--- config.mk ---
export PLATFORM = sky130hd
export DESIGN_NAME = core_mem_sequencer
export DESIGN_NICKNAME = d
export VERILOG_FILES = /design/src/rtl/seq_pkg.sv /design/src/rtl/wait_timer.sv /design/src/rtl/core_mem_sequencer.sv
export SDC_FILE = /design/constraint.sdc
export NUM_CORES = 1
export LEC_CHECK = 0
export CORE_MARGIN = 5
export CORE_UTILIZATION = 38
export CTS_BUF_LIST = sky130_fd_sc_hd__clkbuf_16
export DETAILED_ROUTE_END_ITERATION = 6
export HOLD_SLACK_MARGIN = 0.05
export PLACE_DENSITY = 0.8
export SYNTH_ARGS = -nofsm -noshare
export SYNTH_HDL_FRONTEND = slang
export SYNTH_SLANG_ARGS = --single-unit
--- constraint.sdc ---
create_clock -name clk -period 2.75 [get_ports clk]
set_input_delay 0.825 -clock clk [delete_from_list [all_inputs] [get_ports clk]]
set_output_delay 0.825 -clock clk [all_outputs]
set_load 0.1 [all_outputs]
--- src/rtl/seq_pkg.sv ---
// Shared types and constants for the unified-memory fetch/data sequencer.
package seq_pkg;

    typedef enum logic [2:0] {
        BOOT,
        FETCH,
        DECODE,
        DATA,
        COMMIT,
        ERROR
    } state_t;

    localparam logic [6:0]  OP_LOAD   = 7'b0000011;
    localparam logic [6:0]  OP_STORE  = 7'b0100011;
    localparam logic [31:0] NOP_INSTR = 32'h00000013;

    // True when the instruction needs a data-memory access after fetch.
    function automatic logic is_mem_op(input logic [31:0] instr);
        return (instr[6:0] == OP_LOAD) || (instr[6:0] == OP_STORE);
    endfunction

endpackage

--- src/rtl/wait_timer.sv ---
// Counts request cycles spent waiting for mem_ready; expired marks the last
// cycle a request may still complete before it is declared a bus error.
module wait_timer #(
    parameter int MAX_WAIT = 16
) (
    input  logic clk,
    input  logic reset,
    input  logic clr,
    input  logic inc,
    output logic expired
);

    localparam int CW = $clog2(MAX_WAIT);

    logic [CW-1:0] cnt;

    // Wait counter: cleared outside requests, advanced on each unanswered request cycle.
    always_ff @(posedge clk or negedge reset) begin
        if (!reset) begin
            cnt <= '0;
        end else if (clr) begin
            cnt <= '0;
        end else if (inc) begin
            cnt <= cnt + CW'(1);
        end
    end

    assign expired = (cnt == CW'(MAX_WAIT - 1));

endmodule

--- src/rtl/core_mem_sequencer.sv ---
// Multi-cycle sequencer sharing one single-port memory between instruction
// fetch and data access for a single-cycle RV32I core.
//
// state  | meaning
// -------+---------------------------------------------------------------
// BOOT   | one idle cycle after reset release
// FETCH  | read instruction at core_pc (misaligned pc -> ERROR, no request)
// DECODE | core combinational settle; pick DATA for load/store
// DATA   | single load/store at core_alu_result
// COMMIT | one-cycle core_en pulse, retire count advances
// ERROR  | sticky bus error, no requests, until reset
module core_mem_sequencer
    import seq_pkg::*;
#(
    parameter int MAX_WAIT = 16,
    parameter int CNT_W    = 32
) (
    input  logic             clk,
    input  logic             reset,
    input  logic [31:0]      core_pc,
    input  logic             core_mem_write,
    input  logic [31:0]      core_alu_result,
    input  logic [31:0]      core_write_data,
    output logic [31:0]      core_instr,
    output logic [31:0]      core_read_data,
    output logic             core_en,
    output logic             mem_req,
    output logic             mem_we,
    output logic [31:0]      mem_addr,
    output logic [31:0]      mem_wdata,
    input  logic [31:0]      mem_rdata,
    input  logic             mem_ready,
    output logic             bus_error,
    output logic [CNT_W-1:0] instr_count
);

    state_t             state;
    state_t             state_nxt;
    logic [31:0]        instr_q;
    logic [31:0]        rdata_q;
    logic [CNT_W-1:0]   count_q;
    logic               fetch_ok;
    logic               req_active;
    logic               xfer_done;
    logic               expired;

    assign fetch_ok   = (core_pc[1:0] == 2'b00);
    assign req_active = ((state == FETCH) && fetch_ok) || (state == DATA);
    assign xfer_done  = req_active && mem_ready;

    // The timer restarts whenever we are outside a request state, so every
    // entry into FETCH or DATA begins from zero.
    wait_timer #(.MAX_WAIT(MAX_WAIT)) u_wait_timer (
        .clk     (clk),
        .reset   (reset),
        .clr     (!((state == FETCH) || (state == DATA))),
        .inc     (req_active && !mem_ready),
        .expired (expired)
    );

    // State register.
    always_ff @(posedge clk or negedge reset) begin
        if (!reset) begin
            state <= BOOT;
        end else begin
            state <= state_nxt;
        end
    end

    // Next-state decode; a completion on the expiring cycle still wins.
    always_comb begin
        state_nxt = state;
        case (state)
            BOOT:   state_nxt = FETCH;
            FETCH: begin
                if (!fetch_ok)      state_nxt = ERROR;
                else if (mem_ready) state_nxt = DECODE;
                else if (expired)   state_nxt = ERROR;
            end
            DECODE: state_nxt = is_mem_op(instr_q) ? DATA : COMMIT;
            DATA: begin
                if (mem_ready)      state_nxt = COMMIT;
                else if (expired)   state_nxt = ERROR;
            end
            COMMIT: state_nxt = FETCH;
            ERROR:  state_nxt = ERROR;
            default: state_nxt = BOOT;
        endcase
    end

    // Instruction, load data and retire-count registers.
    always_ff @(posedge clk or negedge reset) begin
        if (!reset) begin
            instr_q <= NOP_INSTR;
            rdata_q <= '0;
            count_q <= '0;
        end else begin
            if ((state == FETCH) && xfer_done) begin
                instr_q <= mem_rdata;
            end
            if ((state == DATA) && xfer_done && (instr_q[6:0] == OP_LOAD)) begin
                rdata_q <= mem_rdata;
            end
            if (state == COMMIT) begin
                count_q <= count_q + CNT_W'(1);
            end
        end
    end

    // Memory and core-facing outputs decoded from the current state.
    always_comb begin
        mem_req   = 1'b0;
        mem_we    = 1'b0;
        mem_addr  = '0;
        mem_wdata = '0;
        core_en   = 1'b0;
        bus_error = 1'b0;
        case (state)
            FETCH: begin
                mem_req  = fetch_ok;
                mem_addr = core_pc;
            end
            DATA: begin
                mem_req   = 1'b1;
                mem_we    = core_mem_write;
                mem_addr  = core_alu_result;
                mem_wdata = core_write_data;
            end
            COMMIT:  core_en   = 1'b1;
            ERROR:   bus_error = 1'b1;
            default: ;
        endcase
    end

    assign core_instr     = instr_q;
    assign core_read_data = rdata_q;
    assign instr_count    = count_q;

endmodule

==> results.md <==
- Status: complete, no violations
- Overall Power: around 4.2 mW
- Largest net degree at the start of global routing: 62
- Nets: between 800 and 900
- Slowest library cell on the worst path: clkdlybuf4s50_1
- Hold WC Path Type: input pin to asynchronous set/reset pin
- Combinational share of power: around 30%
- WP data required: a little under 2 ns
- Area contributors post-synth: dfrtp_1, mux2_2, mux2i_1, and2_1, xor2_1
- Cts hold-fix bufs: 0
- # IOs: 296
- Area leader, netlist: dfrtp_1
- Metal3 WL: approximately 1400 µm
- Final hold vios: 0
- Buffers & Inverters on Critical Path: 2
- CORE AREA: between 10,000 and 15,000 µm²
- Maximum clock frequency: approximately 370 MHz
- Slack of the critical path: approximately 0.052 ns
- H-tree Lvls: 3
- Unique masters post-synth: 37
- Vias per std cell: 5.01
- DR top layer: met4
- Die area: ~16,000 µm²
- Die Ht: approximately 120 µm
- Syn Nets: 561
- DRT Pass-1 Iters: 4
- Port bufs: 295
- Longest Clk Path Bufs: 2
- Cell Count Post-Placement: ~890
- Psw: 1.48 mW
- Horiz. Die Dim: about 120 µm
- P_int: roughly 2.7 mW
- Worst-path fanout max: 4
- Final period util: 98.1%
- Share of cells above drive strength 1: approximately two fifths
- Syn Inst Count: about 430
- Kind of critical path: input pin to primary output
- Switching Share: 35.6%
- FFs w/ async S/R, synth: between 90% and 100%
- RePlAce Congestion: around 0.99
- Clk_lat worst skew: 0.33 ns
- RSZ-0062 raised after global routing: no
- Relative slew slack: approximately 62%
- Post-Route Setup TNS: 0 ns
- Worst-Margin Slew: about 0.56 ns
- LEAKAGE: around 4.2 nW
- Tmin final: roughly 2.7 ns
- Initial antenna violation count: 0
- FF-to-FF setup slack: between 0.5 and 0.6 ns
- Final setup viols: 0
- Global-route wire length before repair: approximately 30,000 µm
- Non-filler cells, final: 903
- Pre-CTS setup slack: about 0.028 ns
- Max-cap violations: 0
- Clock Root Buffer: clkbuf_16
- Seq/Total Area, Yosys: between 50 and 60%
- Synthesized flop and latch total: just over 100
- Sequential power share: slightly above 40%
- Clock Sinks: 103
- Critical-path cell list: clkdlybuf4s50_1 > o21ba_2 > nor2_2 > buf_12
- # DRC: 0
- CTS tree: built
- Ys Warns: 0
- Total CTS buffers: 9
- Final core area utilization: a little over two thirds
- Setup Skew: ~0.0061 ns
- Yosys top cell area share: roughly half
- HPWL after DPL: 15,900 µm
- M1 WL: around 7300 µm
- Initial Util: roughly two fifths
- Post-CTS setup buffer count: 0
- Slew Viols, Final: 0
- Remaining global-route overflow: 0
- Antenna diodes: 0
- Iter 0 DRT Violations: 221
- Vias in the first global route: between 4,000 and 5,000
- Clock power frac: approximately 30%
- Top cell family by delay on the critical path: buffers and inverters
- EDFF count, synth: 0
- CP endpoint kind: primary output
- Final ANT Viol Nets: 0
- Max incr delay on CP: between 0.4 and 0.5 ns
- Overall global routing resource usage: 24.7%
- Final WL: about 19,000 µm
- P per Cell Area: between 400 and 500 nW/µm²
- Hold_ws: between 0.3 and 0.4 ns
- Final Cell Area: a little over 9000 µm²
- Placement Cell Area: 8890 µm²
- Area growth, synth to finish: 83.3%
- Clock transition at the registers of the reported paths: around 0.07 ns
- Post-Syn Area per Cell: between 10 and 15 µm²
- Startpoint types: input pin
- DR WL/cell: 21.5 µm
- DR vias: 4,526
- CP arrival: approximately 1.9 ns
- Peak supply drop: 0.000556 V
- Syn Std Cell Area: approximately 5000 µm²
- Met2 wire length: between 10,000 and 15,000 µm
- Site Rows: 42
- Main synth FF type: dfrtp_1
area by class of cell:
class                      count  area (µm²)
clock buffer                   9         225
timing repair buffer         308        3530
inverter                       6        22.5
fill                         913        3900
tap                          176         220
multi-input combinational    294        2540
sequential                   103        2580
clock inverter                 7        63.8
power groups by stage:
stage | Combinational [mW] | Sequential [mW] | Clock (mW)
after floorplan | 0.123 | 2.36 | 0
after global placement | 1.21 | 1.70 | 0
after detailed placement | 1.23 | 1.71 | 0
after CTS | 1.24 | 1.68 | 1.27
after global routing | 1.27 | 1.69 | 1.36
final | 1.23 | 1.68 | 1.24
sequential cells by signal (all words and copies together) (netlist names):
signal and cells:
core_instr 32, state 3, u_wait_timer.cnt 4, instr_count 32, core_read_data 32
synthesized netlist by cell type (3+ instances only):
library cell and number:
mux2_2 65, nor2_1 46, dfrtp_1 100, and4_1 3, inv_1 6, nand3_1 10, nand2_1 12, nor3_1 12
and3_1 4, dfstp_2 3, buf_2 5, and2_1 33, buf_1 8, clkbuf_1 10, xnor2_1 13, nor4_1 9
nand4_1 9, mux2i_1 33, xor2_1 21
cells by family (layout without fill, tap and decap cells):
group / after synthesis / after routing / share of synthesized area (%)
compound gates: 8 / 8 / 1.05
buf+inv: 30 / 330 / 2.52
flops: 103 / 103 / 51.5
simple gates: 152 / 152 / 17.3
fa+ha+maj: 2 / 2 / 0.499
xor+xnor: 34 / 34 / 5.94
mux: 98 / 98 / 21.2
worst paths after layout:
path                            cells after the start             from            endpoint
worst max-delay path                                4       core_pc[0]             mem_req
worst min-delay path                                1            reset     instr_count[30]
worst max register to register                      4         state[2]     instr_count[11]
worst min register to register                      1  instr_count[31]     instr_count[31]
max in group asynchronous                           2            reset  core_read_data[22]
min in group clk                                    1  instr_count[31]     instr_count[31]
cell usage in the layout (no fill, tap or decap), types with 2 or more instances in the layout:
cell type / Yosys / final
xnor2_1: 13 / 13
mux2i_1: 33 / 33
and4_1: 3 / 3
nand4_1: 9 / 9
xor2_1: 21 / 21
nor2_2: 0 / 3
inv_6: 0 / 2
clkdlybuf4s50_1: 0 / 129
nor4_2: 2 / 2
buf_12: 0 / 71
nor4_1: 9 / 9
nand4_2: 2 / 2
ha_1: 2 / 2
and3_1: 4 / 4
o21ai_0: 2 / 2
nor2_4: 0 / 29
buf_4: 0 / 106
nor2_1: 46 / 14
nor3_1: 12 / 12
dfrtp_2: 0 / 2
inv_1: 6 / 8
clkbuf_16: 0 / 9
nand2_1: 12 / 12
nand4b_1: 2 / 2
and2_1: 33 / 33
nand3_1: 10 / 10
dfrtp_1: 100 / 98
nor4_4: 2 / 2
a21oi_1: 2 / 2
mux2_2: 65 / 65
dfstp_2: 3 / 3
what timing repair did:
item,in CTS,in global routing
pin swaps,0,0
setup endpoints to repair,1,13
endpoints found under the hold margin,0,0
gates resized for setup,1,2
layer usage:
layer  GRT usage, %  up-vias
li1               -     2076
met1           28.7     2238
met2           44.9      197
met3           6.86       15
met4           6.12        0
met5              0        -
Note: power is estimated with default switching activity, not from simulation.
==> edit 1 (config.mk and constraints unchanged) <==
Make the reset (`reset`) synchronous in 3 clocked blocks.
--- a/src/rtl/wait_timer.sv
+++ b/src/rtl/wait_timer.sv
@@ -16,5 +16,5 @@
 
     // Wait counter: cleared outside requests, advanced on each unanswered request cycle.
-    always_ff @(posedge clk or negedge reset) begin
+    always_ff @(posedge clk) begin
         if (!reset) begin
             cnt <= '0;
--- a/src/rtl/core_mem_sequencer.sv
+++ b/src/rtl/core_mem_sequencer.sv
@@ -60,5 +60,5 @@
 
     // State register.
-    always_ff @(posedge clk or negedge reset) begin
+    always_ff @(posedge clk) begin
         if (!reset) begin
             state <= BOOT;
@@ -90,5 +90,5 @@
 
     // Instruction, load data and retire-count registers.
-    always_ff @(posedge clk or negedge reset) begin
+    always_ff @(posedge clk) begin
         if (!reset) begin
             instr_q <= NOP_INSTR;
Check against the original RTL: differs if reset is asserted again (counterexample within 4 cycles, from zero or initial values and one cycle with reset low); with reset held inactive, the same outputs for 10 cycles.
==> edit 1 against the unedited design <==
Total power decreased by 10%. Cell area fell by 5.6%. Sequential cell count is the same. Critical path depth unchanged. Combinational power fell by 25%. Setup slack improved by 0.044 ns. Wire length down 2.2%. Utilization is 1.7 points higher. Critical endpoint is now mem_addr[0]. Synthesized area is 6.5% lower. Clock power is 5% higher.
==> edit 1: results (changes against the unedited design) <==
- Root buf cell: clkbuf_16
- Synth top cells by count: 103 x dfxtp_1, 79 x nand2_1, 48 x a21oi_1
- Gr usage total: 24.5% (-0.22 points)
- Drt total wl: 19000 µm (-2.2%)
- Net Count, Synth: 677 (+21%)
- H-tree Lvls: 3 (unchanged)
- First-pass GRT wire length: 28200 µm (-5.9%)
- Antenna diodes: 1 (+1)
- First DRT Iteration DRCs: 288 (+30%)
- Synth top area cells: dfxtp_1 44%, mux2i_1 8.1%, nand2_1 6.3%, a22o_1 6.0%, a21oi_1 5.1%
- Slew @ Worst Pin: 0.604 ns (+0.0416 ns)
- Reg area: 0.00206 mm² (-20%)
- Seq_cells: 103 (unchanged)
- Number of fill cells: 924 (+1.2%)
- DR vias: 5094 (+13%)
- RD Place Congestion: 0.858 (-14%)
- Clock buf/inv share: 3.52% (+0.37 points)
- Worst clock skew: 0.00703 ns (+0.000950 ns)
- Inverters: 5 (-1)
- Max FO, Critical Path: 3 (-1)
- Non-clk buf share: 41.4% (+3.0 points)
- Setup WS pre-CTS: 0.0879 ns (+0.0600 ns)
- Share of cells above drive strength 1: 28.5% (-13 points)
- WP data arrival: 1.83 ns (-0.04 ns)
- Status: completed
- Multi-input logic area: 0.00248 mm² (-2.3%)
- DP Wirelength: 15300 µm (-4.2%)
- Largest net degree at the start of global routing: 36 (-42%)
- Max clock buf depth: 2 (unchanged)
- Leak: 0.00365 µW (-14%)
- Vias in the first global route: 5018 (+3.0%)
- Worst Hold Class: flop to flop
- Sequential share of the synthesized area: 44.0% (-7.5 points)
- Nets: 963 (+13%)
edit 1: changes by cell type in the layout (fill, tap and decap cells not counted), moves of 11 or more:
cell / before / now
a21oi_1: 2 / 48
a22o_2: 0 / 27
dfrtp_1: 98 / 0
dfxtp_1: 0 / 102
mux2_2: 65 / 0
nand2_1: 12 / 79
nor2_1: 14 / 45
nor2_4: 29 / 0
o31ai_1: 0 / 11
xor2_1: 21 / 5
edit 1: cells by family after synthesis:
group,count (synthesis),synth area share [%]
buffers and inverters,44,4.14
DFF,103,44.0
muxes,38,8.11
xor gates and xnor gates,13,2.43
adders and majority gates,2,0.534
AOI/OAI and AO/OA,103,14.5
and+or+nand+nor,240,26.3
edit 1: path summary, 6_finish.rpt:
path / from / depth (start not counted) / slack [ns] / end
worst max-delay path: core_pc[0] / 4 / 0.1 / mem_addr[0]
worst min-delay path: core_instr[23] / 2 / 0.46 / core_instr[23]
worst max register to register: state[2] / 4 / 0.38 / instr_count[18]
worst min register to register: core_instr[23] / 2 / 0.46 / core_instr[23]
edit 1: layer usage:
layer  GRT usage [%]  part of all wire, %  wire length (µm)
met1            27.0                   36              6910
met4            5.03                  1.3               238
met2            45.3                   52              9930
met3            8.21                   10              1890
met5               0                    0                 0
edit 1: through the flow:
stage	total power [µW]	cells	instance area [µm²]
finish	3730	1003	8670
global route	3850	1002	8670
CTS	3760	1002	8660
detailed placement	2470	986	8360
global placement	2460	986	8360
floorplan	2030	543	4730
edit 1: worst max-delay path, stage by stage:
cell,delay (ns)
clkdlybuf4s50_1,0.44
buf_4,0.16
a22o_1,0.23
buf_12,0.17
edit 1: power by group:
group | total (µW) | switching [µW] | internal [µW]
registers | 1520 | 13.2 | 1500
logic | 918 | 529 | 388
clock network | 1300 | 579 | 719
==> edit 2 (config.mk and constraints unchanged) <==
Made on the original files. `MAX_WAIT` is set to 16 in 2 places; all go to 32.
--- a/src/rtl/wait_timer.sv
+++ b/src/rtl/wait_timer.sv
@@ -2,5 +2,5 @@
 // cycle a request may still complete before it is declared a bus error.
 module wait_timer #(
-    parameter int MAX_WAIT = 16
+    parameter int MAX_WAIT = 32
 ) (
     input  logic clk,
--- a/src/rtl/core_mem_sequencer.sv
+++ b/src/rtl/core_mem_sequencer.sv
@@ -13,5 +13,5 @@
     import seq_pkg::*;
 #(
-    parameter int MAX_WAIT = 16,
+    parameter int MAX_WAIT = 32,
     parameter int CNT_W    = 32
 ) (
Check against the original RTL: same outputs for any inputs over 10 cycles, from zero or initial values and one cycle with reset low; that may be too few to reach the edited logic, so the function may still have changed.
==> edit 2 against the unedited design <==
Setup slack hardly changed. Combinational power is 9% lower. Cell area is 1.9% lower. Via count is 1.6% lower. Synthesized area is 2.3% higher. Clock skew is 0.0018 ns higher. Sequential cell count is 1 higher. Critical endpoint is now mem_addr[13]. Clock power hardly changed. Total power is 2.9% lower. Wire length is 9.7% lower. Critical path type is now flop to output port. Cell count is 0.22% lower. Count of clock-buffer cells in the layout stayed put.
==> edit 2: results (changes against the unedited design) <==
- Area after DPL: 0.00871 mm² (-2.0%)
- Clock slew at reported path FFs: 0.07 ns (about the same)
- Number of fill cells: 991 (+8.5%)
- Share of cells above drive strength 1: 38.1% (-3.6 points)
- P_sw: 1370 µW (-7.2%)
- Clk_lat worst skew: ~0.34 ns
- Worst clock skew: 0.00789 ns (+0.00181 ns)
- Non-clk buf share: 39.1% (+0.64 points)
- Inverters: 3 (-3)
- Drt total wl: 17500 µm (-9.7%)
- Max FO, Critical Path: 41 (+37)
- Slew headroom: 54.5% (-7.9 points)
- Reg area: 0.00261 mm² (+0.92%)
- Worst R2R End: core_instr[11]
- Vias per cell: 4.94 (-1.4%)
- Net Count, Synth: 563 (+0.36%)
- Multi-In Gates: 295 (+0.34%)
- Max VDD drop: 0.554 mV (-0.33%)
- Sequential share of the synthesized area: 50.8% (-0.66 points)
- Synth top area cells: dfrtp_1 49%, mux2_2 14%, mux2i_1 6.4%, and3_1 5.1%, xnor2_1 4.1%
- Chip Width: 126 µm (+1.0%)
- DP Wirelength: 14000 µm (-12%)
- Slack of the worst reg-to-reg path: 0.73 ns (+0.16 ns)
- Clock buf/inv share: 3.19% (+0.047 points)
- First DRT Iteration DRCs: 353 (+60%)
- Status: completed
- Non-CTS buffers: 307 (-0.32%)
- Final Cycle Share: 98.1% (about the same)
- First-pass GRT wire length: 27700 µm (-7.8%)
- Vias in the first global route: 4819 (-1.1%)
- RD Place Congestion: 0.875 (-12%)
- #FFs+latches synth: 104 (+0.97%)
- Fraction of area in multi-input gates: 26.2% (-1.4 points)
- Leak: 0.00425 µW (+0.62%)
- Setup WS pre-CTS: 0.0635 ns (+0.0357 ns)
- Postcts setup bufs: 0 (unchanged)
- Largest net degree at the start of global routing: 59 (-4.8%)
- Synth cell types: 43 (+16%)
- Nets: 855 (-0.12%)
- Worst setup path endpoint: mem_addr[13]
- 1st-pass router iterations: 5 (+1)
- Kind of critical path: flop to output port
- Synth top cells by count: 101 x dfrtp_1, 62 x mux2_2, 44 x nor2_1
- R2R depth: 5 (+1)
- Gr usage total: 21.8% (-2.8 points)
## edit 2: kinds of logic after synthesis
| logic type | Yosys count | synth area share [%] |
|---|---|---|
| multiplexers | 98 | 20.9 |
| AO/OA/AOI/OAI | 8 | 1.10 |
| buffers and inverters | 29 | 3.49 |
| AND/OR/NAND/NOR | 153 | 17.3 |
| flip-flops | 104 | 50.8 |
| adder cells (fa/ha/maj) | 3 | 0.732 |
| XOR/XNOR | 33 | 5.64 |
## edit 2: metrics by stage
stage                     utilization [%]  setup TNS (ns)  cells  total power (µW)  hold slack (ns)
final                                68.0               0    901              4030            0.350
after global routing                 68.0          -0.148    901              4190            0.357
after CTS                            68.0               0    901              4080            0.341
after detailed placement             65.8               0    885              2830            0.474
after global placement               65.8               0    885              2810            0.463
after floorplan                         -          -10.43    428              2410            0.478
## edit 2: power groups by stage
stage          combinational, µW  sequential (µW)  clock (µW)
3_5_place_dp                1120             1710           0
6_report                    1120             1680        1240
4_1_cts                     1130             1680        1270
2_1_floorplan                108             2300           0
5_1_grt                     1160             1690        1330
3_3_place_gp                1110             1700           0
## edit 2: worst max-delay path, stage by stage (launching register included)
cell and delay (ns):
dfrtp_1 0.50, nand2b_4 0.42, nor2_1 0.37, buf_12 0.22
## edit 2: repair_timing
| action | in CTS | in global routing |
|---|---|---|
| pin swaps | 0 | 0 |
| endpoints found under the setup margin | 2 | 42 |
| gates resized for setup | 2 | 1 |
## edit 2: metal layers
layer,share of wire (%),up-vias,global-route usage [%]
li1,-,2096,-
met1,40,2168,27.9
met2,51,173,36.7
met3,8.1,15,7.24
met4,1.1,0,4.04
met5,0,-,0
